===== src/rtl/vec_mem_arb_pkg.sv =====
// vec_mem_arb_pkg: shared types and constants for the CPU/vector memory arbiter
//   state_e       : arbiter FSM states
//   OWN_*         : arb_owner encodings
//   TIMEOUT_RDATA : read data returned to the owner on a watchdog expiry
package vec_mem_arb_pkg;
   typedef enum logic [1:0] {IDLE, BUSY_CPU, BUSY_VEC} state_e;
   localparam logic [1:0]  OWN_NONE      = 2'b00;
   localparam logic [1:0]  OWN_CPU       = 2'b01;
   localparam logic [1:0]  OWN_VEC       = 2'b10;
   localparam logic [31:0] TIMEOUT_RDATA = 32'h0;
endpackage


===== src/rtl/vec_mem_arb_pick.sv =====
// vec_mem_arb_pick: combinational grant select between the CPU and vector ports
//   cpu_req_i / vec_req_i : pending requests
//   last_vec_i            : 1 when the vector port owned the last completed access
//   grant_cpu_o / grant_vec_o : one-hot (or zero) grant
//   VEC_MEM_ARB_RR_EN defined   : round-robin on a tie (grant the port that was not last)
//   VEC_MEM_ARB_RR_EN undefined : fixed priority, VEC_FIRST selects the winner
module vec_mem_arb_pick #(
   parameter bit VEC_FIRST = 1'b0
) (
   input  logic cpu_req_i,
   input  logic vec_req_i,
   input  logic last_vec_i,
   output logic grant_cpu_o,
   output logic grant_vec_o
);
   logic tie_vec;
`ifdef VEC_MEM_ARB_RR_EN
   assign tie_vec = ~last_vec_i;
`else
   logic unused_last;
   assign unused_last = last_vec_i;
   assign tie_vec     = VEC_FIRST;
`endif
   assign grant_vec_o = vec_req_i & (~cpu_req_i | tie_vec);
   assign grant_cpu_o = cpu_req_i & ~grant_vec_o;
endmodule


===== src/rtl/vec_mem_arbiter.sv =====
// vec_mem_arbiter: shares one native memory port between the picorv32 core and the vector coprocessor
//   cpu_mem_* : CPU requester port (valid/instr/addr/wdata/wstrb in, ready/rdata out)
//   vec_mem_* : vector requester port (valid/addr/wdata/wstrb in, ready/rdata out)
//   mem_*     : downstream port (registered request, ready/rdata in)
//   arb_owner : 01 CPU, 10 vector, 00 idle; timeout_err: sticky watchdog flag
//   VEC_MEM_ARB_RR_EN selects round-robin instead of fixed priority (resolved in vec_mem_arb_pick)
import vec_mem_arb_pkg::*;
module vec_mem_arbiter #(
   parameter int TIMEOUT_CYCLES = 64,
   parameter bit VEC_FIRST      = 1'b0
) (
   input  logic        clk,
   input  logic        resetn,
   input  logic        cpu_mem_valid,
   input  logic        cpu_mem_instr,
   input  logic [31:0] cpu_mem_addr,
   input  logic [31:0] cpu_mem_wdata,
   input  logic [3:0]  cpu_mem_wstrb,
   output logic        cpu_mem_ready,
   output logic [31:0] cpu_mem_rdata,
   input  logic        vec_mem_valid,
   input  logic [31:0] vec_mem_addr,
   input  logic [31:0] vec_mem_wdata,
   input  logic [3:0]  vec_mem_wstrb,
   output logic        vec_mem_ready,
   output logic [31:0] vec_mem_rdata,
   output logic        mem_valid,
   output logic        mem_instr,
   output logic [31:0] mem_addr,
   output logic [31:0] mem_wdata,
   output logic [3:0]  mem_wstrb,
   input  logic        mem_ready,
   input  logic [31:0] mem_rdata,
   output logic [1:0]  arb_owner,
   output logic        timeout_err
);
   // keep at least one bit so TIMEOUT_CYCLES=0 still elaborates
   localparam int WD_W = TIMEOUT_CYCLES > 0 ? $clog2(TIMEOUT_CYCLES + 1) : 1;

   state_e            state_q, state_d;
   logic              last_vec_q, mem_valid_q, mem_instr_q, timeout_err_q;
   logic [31:0]       mem_addr_q, mem_wdata_q, cpu_rdata_q, vec_rdata_q;
   logic [3:0]        mem_wstrb_q;
   logic [WD_W-1:0]   wd_cnt_q;
   logic              idle, busy, expire, done, grant_cpu, grant_vec;
   logic [31:0]       rdata_now;

   vec_mem_arb_pick #(.VEC_FIRST(VEC_FIRST)) u_pick (
      .cpu_req_i   (cpu_mem_valid),
      .vec_req_i   (vec_mem_valid),
      .last_vec_i  (last_vec_q),
      .grant_cpu_o (grant_cpu),
      .grant_vec_o (grant_vec)
   );

   assign idle      = state_q == IDLE;
   assign busy      = !idle;
   // mem_ready wins over a coincident expiry: the slave answered in time
   assign expire    = TIMEOUT_CYCLES != 0 && busy && !mem_ready && wd_cnt_q == WD_W'(TIMEOUT_CYCLES - 1);
   assign done      = busy && (mem_ready || expire);
   assign rdata_now = mem_ready ? mem_rdata : TIMEOUT_RDATA;

   assign cpu_mem_ready = done && state_q == BUSY_CPU;
   assign vec_mem_ready = done && state_q == BUSY_VEC;
   assign cpu_mem_rdata = cpu_mem_ready ? rdata_now : cpu_rdata_q;
   assign vec_mem_rdata = vec_mem_ready ? rdata_now : vec_rdata_q;
   assign arb_owner     = state_q == BUSY_CPU ? OWN_CPU : state_q == BUSY_VEC ? OWN_VEC : OWN_NONE;
   assign mem_valid     = mem_valid_q;
   assign mem_instr     = mem_instr_q;
   assign mem_addr      = mem_addr_q;
   assign mem_wdata     = mem_wdata_q;
   assign mem_wstrb     = mem_wstrb_q;
   assign timeout_err   = timeout_err_q;

   always_comb begin
      state_d = state_q;
      if (idle)
         state_d = grant_cpu ? BUSY_CPU : grant_vec ? BUSY_VEC : IDLE;
      else if (done)
         state_d = IDLE;
   end

   always_ff @(posedge clk or negedge resetn) begin
      if (!resetn) begin
         state_q       <= IDLE;
         last_vec_q    <= 1'b1;
         mem_valid_q   <= 1'b0;
         mem_instr_q   <= 1'b0;
         mem_addr_q    <= '0;
         mem_wdata_q   <= '0;
         mem_wstrb_q   <= '0;
         wd_cnt_q      <= '0;
         timeout_err_q <= 1'b0;
         cpu_rdata_q   <= '0;
         vec_rdata_q   <= '0;
      end else begin
         state_q <= state_d;
         if (idle && (grant_cpu || grant_vec)) begin
            mem_valid_q <= 1'b1;
            mem_instr_q <= grant_cpu & cpu_mem_instr;
            mem_addr_q  <= grant_cpu ? cpu_mem_addr : vec_mem_addr;
            mem_wdata_q <= grant_cpu ? cpu_mem_wdata : vec_mem_wdata;
            mem_wstrb_q <= grant_cpu ? cpu_mem_wstrb : vec_mem_wstrb;
            wd_cnt_q    <= '0;
         end else if (done) begin
            mem_valid_q <= 1'b0;
            last_vec_q  <= state_q == BUSY_VEC;
         end else if (busy && wd_cnt_q != {WD_W{1'b1}}) begin
            wd_cnt_q <= wd_cnt_q + WD_W'(1);
         end
         if (expire)
            timeout_err_q <= 1'b1;
         if (cpu_mem_ready)
            cpu_rdata_q <= cpu_mem_rdata;
         if (vec_mem_ready)
            vec_rdata_q <= vec_mem_rdata;
      end
   end
endmodule

===== config.mk =====
export PLATFORM = sky130hd
export DESIGN_NAME = vec_mem_arbiter
export DESIGN_NICKNAME = d
export VERILOG_FILES = /design/src/rtl/vec_mem_arb_pkg.sv /design/src/rtl/vec_mem_arb_pick.sv /design/src/rtl/vec_mem_arbiter.sv
export SDC_FILE = /design/constraint.sdc
export NUM_CORES = 1
export LEC_CHECK = 0
export CAP_MARGIN = 0
export CORE_UTILIZATION = 30
export CTS_CLUSTER_DIAMETER = 100
export DETAILED_ROUTE_END_ITERATION = 10
export HOLD_SLACK_MARGIN = 0.03
export SLEW_MARGIN = 0
export SYNTH_ARGS = -nofsm -noshare
export SYNTH_HDL_FRONTEND = slang
export SYNTH_SLANG_ARGS = --single-unit

===== constraint.sdc =====
create_clock -name clk -period 1.7 [get_ports clk]
set_input_delay 0.17 -clock clk [delete_from_list [all_inputs] [get_ports clk]]
set_output_delay 0.17 -clock clk [all_outputs]
set_load 0.01 [all_outputs]

==> qor.yml <==
die_area_mm2: 0.0227
fmax_mhz: 450
failed_checks: "setup timing"
vias: 5978
ir_drop_v: 0.000633
clk_pin_slew_worst_paths_ns: 0.06
drt_iter0_markers: 212
rsz0062_at_grt: "true"
yosys-top-cells-area: "dfrtp_1 54%, a22o_1 17%, mux2i_1 10%"
routed_wl_um: 22600
grt_pass1_wl_um: 34300
synth-seq-area-share_pct: 54.3
nets: 1133
netlist_area_mm2: 0.00664
fin_crit_ns: 2.22
dp_hpwl_um: 15900
die_w_um: 151
syn_nets: 753
drive_gt1_share_pct: 21.8
cts_tree: "yes"
cts_buffers: 17
status: "finished, violations left"
grtUsageMet3_pct: 8.58
arrival_ns: 2.05
grtUsageTotal_pct: 20.1
synthDistinctLibCells: 34
grt_pass1_vias: 6163
setup_viol: 114
cts_buffer_depth: 2
grt_max_degree: 98
core_area_mm2: 0.0218
initial_core_util_pct: 30.5
power.leakage_nw: 5.16
power_density_mw_per_mm2: 1470
insertion_delay_ns: 0.42
antenna_found_initial: 1
h-tree-depth: 4
drtAntennaViolNets: 0
worstSetupPathType: "reg2out"
num_rows: 54
yosys_register_bits: 144
fin_crit_sh_pct: 131
cts_sinks: 144
drv_slew: 0
use_met2_pct: 32.7
synth.yosys.warnings: 0
top_usage_layer: "met2"
hold_violations: 0
fin_skew_ns: 0.0114
first_pass_iters: 4
hold_ws_ns: 0.220
io_pins: 313
wire_per_inst_um: 18.1
crit_required_ns: 1.53
gr-usage-met1_pct: 24.2
cp-start-kind: "flip-flop"
cp_max_fo: 7
syn_to_final_growth_pct: 69.3
yosys.area.top_type: "dfrtp_1"
cts-root-buf: "clkbuf_16"
port_buffers: 312
synth_top_area_share_pct: 54.3
fin_ws_ns: -0.521
drc: 0
finalNonFillerCells: 1250
drv_cap: 0
place_congestion: 0.788
syn_inst: 578
worst_pin_slew_ns: 0.432
dp.cells: 1194
via_per_inst: 4.78
overflow: 0
max_slew_margin_pct: 71.2
setup.worst_path.end_class: "output pin"
die_h_um: 151
postSynthAreaPerCell_um2: 11.5
hold_class: "in2async"
## state kept, by name, indices dropped and copies added (netlist names)
register and count:
cpu_rdata_q 32, mem_addr 32, mem_instr 1, mem_valid 1
mem_wdata 32, mem_wstrb 4, state_q 2, timeout_err 1
vec_rdata_q 32, wd_cnt_q 7
## through the flow
stage                     cell area (um2)  setup TNS [ns]  utilization, %  setup WS (ns)  power [mW]
after floorplan                      6640               0               -         0.0109        8.76
after global placement              10500          -29.44            48.1         -0.498        13.0
after detailed placement            10500          -30.64            48.1         -0.508        13.0
after CTS                           11300          -42.22            51.7         -0.569        16.7
after global routing                11200          -44.90            51.6         -0.622        17.5
final                               11200          -35.13            51.6         -0.521        16.5
## cell families (layout without fill, tap and decap cells)
kind of cell    after synthesis  in the layout  share of synthesized area (%)
compound gates              216            216                           24.4
fa+ha+maj                     1              1                          0.189
buf+inv                      56            447                           5.11
flops                       144            144                           54.3
mux                          68             68                           10.3
other cells                   0              1                              0
simple gates                 93             93                           5.73
## path summary, 6_finish.rpt
path	start	end	slack, ns	depth (start not counted)
worst min register to register	mem_wdata[26]	mem_wdata[26]	0.48	2
min in group clk	cpu_mem_valid	mem_addr[23]	0.32	3
worst min-delay path	resetn	mem_wdata[7]	0.22	2
max in group asynchronous	resetn	cpu_rdata_q[20]	0.92	3
worst max register to register	wd_cnt_q[1]	vec_rdata_q[4]	-0.28	10
worst max-delay path	wd_cnt_q[1]	cpu_mem_rdata[0]	-0.52	8
## cell usage in the layout (no fill, tap or decap), drive strengths merged, types with 4 or more instances in the layout
cell type,count
clkdlybuf4s50,242
clkbuf,21
a22o,128
mux2i,68
nand3,4
dfrtp,144
buf,167
o21ai,74
nand2,76
clkinv,5
inv,5
## routing by layer
| metal | vias up | share of wire, % |
|---|---|---|
| li1 | 2914 | - |
| met1 | 2824 | 41 |
| met2 | 227 | 48 |
| met3 | 13 | 10 |
| met4 | 0 | 0.89 |
| met5 | - | 0 |
## area by class of cell
class	count	area, um2
diodes	1	2.50
clock buffers	20	457
clock inverters	10	138
fillers	1997	10500
inverters	5	18.8
multi-input cells	378	2780
flip-flops and latches	144	3600
well taps	280	350
repair buffers	412	3890
## synth_stat cells
library cell,n
clkbuf_1,7
buf_2,31
o21ba_4,1
or4_1,1
nand2b_1,1
buf_6,12
a41o_1,1
nor2b_1,1
a22o_1,128
ha_1,1
nor3_1,1
dfrtp_1,144
o21ai_0,72
buf_1,1
o21ai_2,1
o31ai_1,2
o21a_1,1
nand2_1,76
a211oi_1,1
nand3_1,4
inv_1,5
and2b_1,1
o211ai_1,1
mux2i_1,68
o21ai_4,1
and3_1,1
nor4_1,1
o41ai_1,1
nor2_1,3
and2_1,3
a31oi_1,1
a21oi_1,3
a32o_1,1
a31o_2,1
## critical path: stages (launching register included)
cell and delay, ns:
dfrtp_1 0.35, ha_2 0.18, and3_4 0.18, a31o_4 0.22
nand2_8 0.08, buf_6 0.13, buf_6 0.12, a22o_1 0.25
buf_6 0.13
## where the power goes
part / internal, mW / switching [mW] / total (mW)
logic: 4.03 / 2.98 / 7.01
registers: 4.83 / 0.845 / 5.67
clock network: 2.37 / 1.45 / 3.82
total: 11.2 / 5.27 / 16.5
## timing repair
action                     in CTS  in global routing
hold endpoints to repair      128                  0
resized for setup             314                 18
pin swaps                      65                 18
setup buffers                  21                  7
hold buffers                    1                  0
cloned                          5                  0
setup endpoints to repair      77                124
(Power assumes the default switching activity.)
